--- config.mk ---
export PLATFORM = sky130hd
export DESIGN_NAME = rob_commit_flat
export DESIGN_NICKNAME = d
export VERILOG_FILES = /design/src/rtl/rob_pkg.sv /design/src/rtl/rob_commit_if.sv /design/src/rtl/rob_commit_select.sv /design/src/rtl/rob_commit.sv /design/src/flat_wrapper.sv
export SDC_FILE = /design/constraint.sdc
export NUM_CORES = 1
export LEC_CHECK = 0
export ABC_AREA = 1
export CORE_AREA = 4 4 167 169
export CTS_CLUSTER_DIAMETER = 200
export DETAILED_ROUTE_END_ITERATION = 7
export DIE_AREA = 0 0 171 173
export HOLD_SLACK_MARGIN = 0.03
export PLACE_DENSITY = 0.73
export SLEW_MARGIN = 20
export SYNTH_ARGS = -nofsm -noshare
export SYNTH_HDL_FRONTEND = slang
export SYNTH_SLANG_ARGS = --single-unit
--- constraint.sdc ---
create_clock -name clock -period 12.7 [get_ports clock]
set_input_delay 1.27 -clock clock [delete_from_list [all_inputs] [get_ports clock]]
set_output_delay 1.27 -clock clock [all_outputs]
set_load 0.02 [all_outputs]
--- src/rtl/rob_pkg.sv ---
// Shared types and defaults for the ROB retirement engine.
//   rob_entry_t    : one ROB entry as seen at the extract end
//   commit_state_t : retirement FSM states
//   ROB_DEPTH / ROB_EXT_COUNT : default ROB size and head-slot count
package rob_pkg;

  localparam int unsigned ROB_DEPTH     = 16;
  localparam int unsigned ROB_EXT_COUNT = 2;

  typedef struct packed {
    logic [4:0]  dest;
    logic        wr_en;
    logic [31:0] result;
    logic        is_store;
    logic [31:0] st_data;
    logic        exception;
    logic [4:0]  cause;
    logic [31:0] pc;
  } rob_entry_t;

  typedef enum logic [1:0] {
    RUN   = 2'd0,
    FLUSH = 2'd1,
    DRAIN = 2'd2
  } commit_state_t;

endpackage

--- src/rtl/rob_commit_if.sv ---
// Bundle between the ROB/register file/store buffer side and rob_commit.
//   slave  : the retirement engine (consumes ROB head, drives retire outputs)
//   master : the surrounding pipeline (drives ROB head, store-buffer ready)
interface rob_commit_if
  import rob_pkg::*;
#(
  parameter int unsigned DEPTH     = ROB_DEPTH,
  parameter int unsigned EXT_COUNT = ROB_EXT_COUNT
);
  localparam int unsigned DEPTHLOG2 = $clog2(DEPTH);
  localparam int unsigned CNTW      = $clog2(EXT_COUNT + 1);

  rob_entry_t [EXT_COUNT-1:0]       slot_data;
  logic [EXT_COUNT-1:0]             slot_valid;
  logic [DEPTHLOG2-1:0]             used_count;
  logic                             rob_empty;
  logic [CNTW-1:0]                  consume_count;
  logic [EXT_COUNT-1:0]             rf_we;
  logic [EXT_COUNT-1:0][4:0]        rf_waddr;
  logic [EXT_COUNT-1:0][31:0]       rf_wdata;
  logic                             st_valid;
  logic                             st_ready;
  logic [31:0]                      st_addr;
  logic [31:0]                      st_data;
  logic                             flush;
  logic                             exc_valid;
  logic [31:0]                      exc_pc;
  logic [4:0]                       exc_cause;
  logic [31:0]                      retired_count;

  modport slave (
    input  slot_data, slot_valid, used_count, rob_empty, st_ready,
    output consume_count, rf_we, rf_waddr, rf_wdata, st_valid, st_addr,
           st_data, flush, exc_valid, exc_pc, exc_cause, retired_count
  );

  modport master (
    output slot_data, slot_valid, used_count, rob_empty, st_ready,
    input  consume_count, rf_we, rf_waddr, rf_wdata, st_valid, st_addr,
           st_data, flush, exc_valid, exc_pc, exc_cause, retired_count
  );

endinterface

--- src/rtl/rob_commit_select.sv ---
// Combinational in-order prefix scan over the ROB head slots.
//   i_en          : scan allowed (RUN state, not in reset)
//   i_slot_data   : head entries, index 0 oldest
//   i_slot_valid  : entry completed
//   i_used_count  : occupied ROB slots
//   i_rob_empty   : ROB empty
//   i_st_ready    : store buffer ready
//   o_consume     : number of slots retiring this cycle
//   o_st_valid    : a store lies inside the retire window
//   o_st_idx      : slot index of that store
//   o_exc_flag    : scan stopped on a valid, in-range excepting slot
//   o_exc_idx     : slot index of that excepting entry
module rob_commit_select
  import rob_pkg::*;
#(
  parameter int unsigned DEPTH     = ROB_DEPTH,
  parameter int unsigned EXT_COUNT = ROB_EXT_COUNT
)(
  input  logic                                   i_en,
  input  rob_entry_t [EXT_COUNT-1:0]             i_slot_data,
  input  logic [EXT_COUNT-1:0]                   i_slot_valid,
  input  logic [$clog2(DEPTH)-1:0]               i_used_count,
  input  logic                                   i_rob_empty,
  input  logic                                   i_st_ready,
  output logic [$clog2(EXT_COUNT+1)-1:0]         o_consume,
  output logic                                   o_st_valid,
  output logic [(EXT_COUNT>1 ? $clog2(EXT_COUNT) : 1)-1:0] o_st_idx,
  output logic                                   o_exc_flag,
  output logic [(EXT_COUNT>1 ? $clog2(EXT_COUNT) : 1)-1:0] o_exc_idx
);
  localparam int unsigned CNTW = $clog2(EXT_COUNT + 1);
  localparam int unsigned IDXW = (EXT_COUNT > 1) ? $clog2(EXT_COUNT) : 1;

  logic        w_stop;
  logic        w_store_seen;
  int unsigned w_cnt;

  always_comb begin
    w_stop       = 1'b0;
    w_store_seen = 1'b0;
    w_cnt        = 0;
    o_st_valid   = 1'b0;
    o_st_idx     = '0;
    o_exc_flag   = 1'b0;
    o_exc_idx    = '0;
    for (int unsigned i = 0; i < EXT_COUNT; i++) begin
      if (!w_stop) begin
        if (!i_en || i_rob_empty || i >= 32'(i_used_count) || !i_slot_valid[i]) begin
          w_stop = 1'b1;
        end else if (i_slot_data[i].exception) begin
          w_stop     = 1'b1;
          o_exc_flag = 1'b1;
          o_exc_idx  = IDXW'(i);
        end else if (i_slot_data[i].is_store) begin
          // Only one store port: a second store ends the window, and the
          // first one is offered even when it cannot retire yet.
          if (w_store_seen) begin
            w_stop = 1'b1;
          end else begin
            w_store_seen = 1'b1;
            o_st_valid   = 1'b1;
            o_st_idx     = IDXW'(i);
            if (i_st_ready) w_cnt = w_cnt + 1;
            else            w_stop = 1'b1;
          end
        end else begin
          w_cnt = w_cnt + 1;
        end
      end
    end
    o_consume = CNTW'(w_cnt);
  end

endmodule

--- src/rtl/rob_commit.sv ---
// In-order retirement engine at the ROB extract end.
//   clock : rising-edge clock
//   reset : asynchronous active-high reset
//   bus   : rob_commit_if.slave - ROB head slots in; consume count,
//           register-file writes, store port, flush/exception report and
//           retired-instruction counter out.
module rob_commit
  import rob_pkg::*;
#(
  parameter int unsigned DEPTH     = ROB_DEPTH,
  parameter int unsigned EXT_COUNT = ROB_EXT_COUNT
)(
  input  logic         clock,
  input  logic         reset,
  rob_commit_if.slave  bus
);
  localparam int unsigned CNTW = $clog2(EXT_COUNT + 1);
  localparam int unsigned IDXW = (EXT_COUNT > 1) ? $clog2(EXT_COUNT) : 1;

  commit_state_t              r_state;
  commit_state_t              w_state_nxt;
  logic                       w_en;
  logic [CNTW-1:0]            w_consume;
  logic                       w_st_valid;
  logic [IDXW-1:0]            w_st_idx;
  logic                       w_exc_flag;
  logic [IDXW-1:0]            w_exc_idx;

  logic [EXT_COUNT-1:0]       r_rf_we;
  logic [EXT_COUNT-1:0][4:0]  r_rf_waddr;
  logic [EXT_COUNT-1:0][31:0] r_rf_wdata;
  logic                       r_flush;
  logic                       r_exc_valid;
  logic [31:0]                r_exc_pc;
  logic [4:0]                 r_exc_cause;
  logic [31:0]                r_retired;

  // Gating with reset keeps consume_count at 0 while reset is held.
  assign w_en = (r_state == RUN) && !reset;

  rob_commit_select #(
    .DEPTH     (DEPTH),
    .EXT_COUNT (EXT_COUNT)
  ) u_select (
    .i_en         (w_en),
    .i_slot_data  (bus.slot_data),
    .i_slot_valid (bus.slot_valid),
    .i_used_count (bus.used_count),
    .i_rob_empty  (bus.rob_empty),
    .i_st_ready   (bus.st_ready),
    .o_consume    (w_consume),
    .o_st_valid   (w_st_valid),
    .o_st_idx     (w_st_idx),
    .o_exc_flag   (w_exc_flag),
    .o_exc_idx    (w_exc_idx)
  );

  always_ff @(posedge clock or posedge reset) begin
    if (reset) r_state <= RUN;
    else       r_state <= w_state_nxt;
  end

  always_comb begin
    w_state_nxt = r_state;
    unique case (r_state)
      RUN:     if (w_exc_flag)    w_state_nxt = FLUSH;
      FLUSH:                      w_state_nxt = DRAIN;
      DRAIN:   if (bus.rob_empty) w_state_nxt = RUN;
      default:                    w_state_nxt = RUN;
    endcase
  end

  always_ff @(posedge clock or posedge reset) begin
    if (reset) begin
      r_rf_we     <= '0;
      r_rf_waddr  <= '0;
      r_rf_wdata  <= '0;
      r_flush     <= 1'b0;
      r_exc_valid <= 1'b0;
      r_exc_pc    <= '0;
      r_exc_cause <= '0;
      r_retired   <= '0;
    end else begin
      for (int unsigned k = 0; k < EXT_COUNT; k++) begin
        if (k < 32'(w_consume) && bus.slot_data[k].wr_en &&
            bus.slot_data[k].dest != '0) begin
          r_rf_we[k]    <= 1'b1;
          r_rf_waddr[k] <= bus.slot_data[k].dest;
          r_rf_wdata[k] <= bus.slot_data[k].result;
        end else begin
          r_rf_we[k]    <= 1'b0;
        end
      end
      r_flush     <= w_exc_flag;
      r_exc_valid <= w_exc_flag;
      if (w_exc_flag) begin
        r_exc_pc    <= bus.slot_data[w_exc_idx].pc;
        r_exc_cause <= bus.slot_data[w_exc_idx].cause;
      end
      r_retired <= r_retired + 32'(w_consume);
    end
  end

  assign bus.consume_count = w_consume;
  assign bus.st_valid      = w_st_valid;
  assign bus.st_addr       = bus.slot_data[w_st_idx].result;
  assign bus.st_data       = bus.slot_data[w_st_idx].st_data;
  assign bus.rf_we         = r_rf_we;
  assign bus.rf_waddr      = r_rf_waddr;
  assign bus.rf_wdata      = r_rf_wdata;
  assign bus.flush         = r_flush;
  assign bus.exc_valid     = r_exc_valid;
  assign bus.exc_pc        = r_exc_pc;
  assign bus.exc_cause     = r_exc_cause;
  assign bus.retired_count = r_retired;

endmodule

--- src/flat_wrapper.sv ---
// flat-port wrapper written by rule: the top's interface ports become plain ports
module rob_commit_flat import rob_pkg::*;
#(
  parameter int unsigned DEPTH     = ROB_DEPTH,
  parameter int unsigned EXT_COUNT = ROB_EXT_COUNT
)
  (clock, reset, bus_slot_data, bus_slot_valid, bus_used_count, bus_rob_empty, bus_st_ready, bus_consume_count, bus_rf_we, bus_rf_waddr, bus_rf_wdata, bus_st_valid, bus_st_addr, bus_st_data, bus_flush, bus_exc_valid, bus_exc_pc, bus_exc_cause, bus_retired_count);
  rob_commit_if #(.DEPTH(DEPTH), .EXT_COUNT(EXT_COUNT)) bus_i ();
  input  logic clock;
  input  logic reset;
  input wire logic [$bits(bus_i.slot_data)-1:0] bus_slot_data;
  input wire logic [$bits(bus_i.slot_valid)-1:0] bus_slot_valid;
  input wire logic [$bits(bus_i.used_count)-1:0] bus_used_count;
  input wire logic [$bits(bus_i.rob_empty)-1:0] bus_rob_empty;
  input wire logic [$bits(bus_i.st_ready)-1:0] bus_st_ready;
  output wire logic [$bits(bus_i.consume_count)-1:0] bus_consume_count;
  output wire logic [$bits(bus_i.rf_we)-1:0] bus_rf_we;
  output wire logic [$bits(bus_i.rf_waddr)-1:0] bus_rf_waddr;
  output wire logic [$bits(bus_i.rf_wdata)-1:0] bus_rf_wdata;
  output wire logic [$bits(bus_i.st_valid)-1:0] bus_st_valid;
  output wire logic [$bits(bus_i.st_addr)-1:0] bus_st_addr;
  output wire logic [$bits(bus_i.st_data)-1:0] bus_st_data;
  output wire logic [$bits(bus_i.flush)-1:0] bus_flush;
  output wire logic [$bits(bus_i.exc_valid)-1:0] bus_exc_valid;
  output wire logic [$bits(bus_i.exc_pc)-1:0] bus_exc_pc;
  output wire logic [$bits(bus_i.exc_cause)-1:0] bus_exc_cause;
  output wire logic [$bits(bus_i.retired_count)-1:0] bus_retired_count;
  assign bus_i.slot_data = bus_slot_data;
  assign bus_i.slot_valid = bus_slot_valid;
  assign bus_i.used_count = bus_used_count;
  assign bus_i.rob_empty = bus_rob_empty;
  assign bus_i.st_ready = bus_st_ready;
  assign bus_consume_count = bus_i.consume_count;
  assign bus_rf_we = bus_i.rf_we;
  assign bus_rf_waddr = bus_i.rf_waddr;
  assign bus_rf_wdata = bus_i.rf_wdata;
  assign bus_st_valid = bus_i.st_valid;
  assign bus_st_addr = bus_i.st_addr;
  assign bus_st_data = bus_i.st_data;
  assign bus_flush = bus_i.flush;
  assign bus_exc_valid = bus_i.exc_valid;
  assign bus_exc_pc = bus_i.exc_pc;
  assign bus_exc_cause = bus_i.exc_cause;
  assign bus_retired_count = bus_i.retired_count;
  rob_commit #(.DEPTH(DEPTH), .EXT_COUNT(EXT_COUNT)) u_core (.clock(clock), .reset(reset), .bus(bus_i));
endmodule
==> summary.md <==
| Metric | Value |
|---|---|
| Slew margin rel. | `32.2%` |
| Mapped Nets | `1,200` |
| Num Clock Sinks | `148` |
| Final WL | `29.0 mm` |
| Max IR drop VDD | `94.2 uV` |
| GR Overflow Total | `0` |
| Routed wire length per instance | `16.7 microns` |
| Critical Path Fanout Max | `79` |
| Gr busiest metal | `met2` |
| DP Wirelength | `22.1 mm` |
| Final Max Slew Viols | `0` |
| Met1 Resource Use GR | `21.6%` |
| Pin count of the biggest net entering global routing | `80` |
| Clk_lat worst skew | `0.42 ns` |
| Fmax | `165 MHz` |
| Leakage | `6.27 nW` |
| # nets final | `1,612` |
| Routed via count | `8,007` |
| Fillers | `2,564` |
| Met3 Usage GRT | `5.72%` |
| CTS max path bufs | `2` |
| Initial antenna violation count | `1` |
| Max Cap Viol | `0` |
| Cell Pwr Density | `137 nW/um^2` |
| Distinct cell type count after synthesis | `30` |
| Chip Height | `173 microns` |
| Area of the mapped netlist | `7710 sq um` |
| Seq. cell area | `3700 sq um` |
| Clk_skew | `0.0144 ns` |
| Final Hold Fails | `0` |
| Drt first pass iters | `5` |
| Period utilization | `47.7%` |
| All-Layer GR Usage | `18.8%` |
| Max H-tree Level | `4` |
| Outcome | `completed` |
| Clk slew on worst S/H paths | `0.06 ns` |
| Row count | `60` |
| Share of layout cells above drive strength 1 | `7.47%` |
| Gpl congestion | `0.880` |
| I/O Buffers | `441` |
| Worst EP arrival | `4.79 ns` |
| Measured slew at the worst slew-check pin | `1.01 ns` |
| Final Core Density | `48.6%` |
| Residual DRC | `0` |
| Register area share after synthesis | `48.0%` |
| Met2 Use GR | `33.3%` |
| Synthesis Warnings | `0` |
| CTS tree | `built` |
| First-pass GRT wire length | `44.3 mm` |
| Post CTS Setup Buffer Count | `0` |
| CTS resizes | `0` |
| Die area | `29,600 sq um` |
| Critical path launch point type | `input pin` |
| Cells on Worst Hold Path | `2` |
| Synth Instances | `969` |
| Number of global-route vias before repair | `7,977` |
| Required time worst endpoint | `11.43 ns` |
| RSZ-0062 raised after global routing | `no` |
| Avg Inst Size Synth | `7.96 sq um` |
| Area delta synth->final | `67.4%` |
| Via density per instance | `4.61` |
| Register bit total from synthesis | `148` |
| Initial Utilization | `29.0%` |
| Worst hold path class | `reg -> reg` |
| Routed Antenna Nets | `0` |
| Path depth of the worst reg2reg path | `17` |
| Final min period | `6.06 ns` |
| Root Driver | `clkbuf_16` |
| Multi-input logic area | `3240 sq um` |
| Core Area | `26,600 sq um` |
| Cts bufs inserted | `17` |
| Setup TNS | `0 ns` |
| Chip width | `171 microns` |
| Final setup vio count | `0` |
| Crit Path Category | `in -> out` |
| CTS Hold Bufs | `0` |
| Setup crit end kind | `output pin` |
| Ports | `442` |
| Initial DRC Count | `415` |
-- through the flow --
| step | power (mW) | std cells | area, sq um | hold slack (ns) | worst slack [ns] |
|---|---|---|---|---|---|
| 2_1_floorplan | 0.914 | 969 | 7710 | 0.501 | 7.45 |
| 3_3_place_gp | 1.26 | 1703 | 12300 | 0.457 | 6.81 |
| 3_5_place_dp | 1.27 | 1703 | 12300 | 0.462 | 6.66 |
| 4_1_cts | 1.79 | 1734 | 12900 | 0.478 | 6.63 |
| 5_1_grt | 1.87 | 1735 | 12900 | 0.491 | 6.36 |
| 6_report | 1.77 | 1735 | 12900 | 0.480 | 6.64 |
-- worst max-delay path, cell delays in order --
cell             delay, ns
clkdlybuf4s50_1       0.49
nor2_1                0.18
nand3_1               0.12
nor2_2                0.22
nand3_1               0.19
nand3_4               0.51
buf_4                 0.82
nand2_1               0.16
o21ai_2               0.11
clkdlybuf4s50_1       0.65
-- flip-flops by register name, indices dropped and copies added (netlist names) --
signal / flops
u_core.r_state: 2
u_core.bus.rf_we: 2
u_core.bus.exc_cause: 5
u_core.bus.exc_pc: 32
u_core.bus.rf_waddr: 10
u_core.bus.retired_count: 32
u_core.bus.rf_wdata: 64
u_core.bus.flush: 1
-- power breakdown --
group          switching, mW  internal, mW
combinational          0.317         0.310
clock                  0.220         0.295
sequential            0.0592         0.569
-- worst paths after layout --
| check | start | endpoint | slack (ns) |
|---|---|---|---|
| setup / recovery | reset | bus_st_addr[6] | 6.64 |
| hold / removal | u_core.bus.rf_wdata[42] | u_core.bus.rf_wdata[42] | 0.48 |
| setup reg to reg | u_core.r_state[0] | u_core.bus.retired_count[22] | 9.32 |
| hold reg to reg | u_core.bus.rf_wdata[42] | u_core.bus.rf_wdata[42] | 0.48 |
| max in group asynchronous | reset | u_core.bus.rf_we[1] | 10.11 |
| min in group asynchronous | reset | u_core.bus.exc_cause[2] | 1.37 |
-- placed cells by master, fill, tap and decap left out, types with 2 or more instances in the layout --
master / instances
nor3_1: 7
bufinv_16: 2
a21oi_1: 8
inv_2: 2
nand3_2: 2
nand2_2: 2
ha_1: 2
o21ai_0: 44
inv_6: 8
a21oi_2: 10
nor2_4: 2
dfrtp_1: 148
nor2_2: 5
nor2_1: 41
clkbuf_16: 17
o21ai_2: 36
nand2_1: 285
xor2_1: 13
buf_4: 8
nand3b_1: 3
o21ai_1: 23
clkinvlp_4: 3
xnor2_1: 14
nand3_1: 86
inv_1: 122
clkdlybuf4s50_1: 440
nand4_1: 50
-- synthesized netlist by cell type --
cell	instances	share of area, %
ha_1	2	0.32
nor3b_4	1	0.24
inv_1	123	6.0
nor2_2	5	0.41
nor2_1	41	2.0
o21ai_2	36	4.1
nand3b_1	3	0.29
nor4_1	1	0.081
o21a_1	1	0.097
clkbuf_2	2	0.13
a21oi_1	8	0.52
o21ai_1	23	1.5
nand3_1	88	5.7
buf_6	6	0.88
dfrtp_1	148	48
buf_2	13	0.84
o21ai_0	44	2.9
clkbuf_1	22	1.1
nand2_2	2	0.16
nand3_2	1	0.13
nand2_1	285	14
xor2_1	13	1.5
nor2_4	2	0.29
a21oi_2	11	1.2
fa_1	1	0.26
inv_2	2	0.097
nand4_1	50	4.1
buf_4	14	1.4
xnor2_1	14	1.6
nor3_1	7	0.45
-- per-layer routing --
metal,vias to the layer above,wire [microns]
li1,3930,-
met1,3713,11200
met2,320,14500
met3,44,2430
met4,0,748
met5,-,0
-- kinds of logic (layout without fill, tap and decap cells) --
| family | count (synthesis) | after routing | synth area share (%) |
|---|---|---|---|
| other cells | 0 | 1 | 0 |
| xor+xnor | 27 | 27 | 3.07 |
| simple gates | 486 | 486 | 27.7 |
| fa+ha+maj | 3 | 3 | 0.584 |
| buf+inv | 182 | 606 | 10.4 |
| flops | 148 | 148 | 48.0 |
| compound gates | 123 | 123 | 10.3 |
-- final cells by class --
type	count	area share (%)
Antenna cell	1	0.0194
Clock buffer	17	3.29
Clock inverter	14	1.27
Inverter	125	3.67
Multi-Input combinational cell	639	25.1
Sequential cell	148	28.7
Tap cell	341	3.30
Timing Repair Buffer	450	34.7
Power figures use the tool's default switching activity.
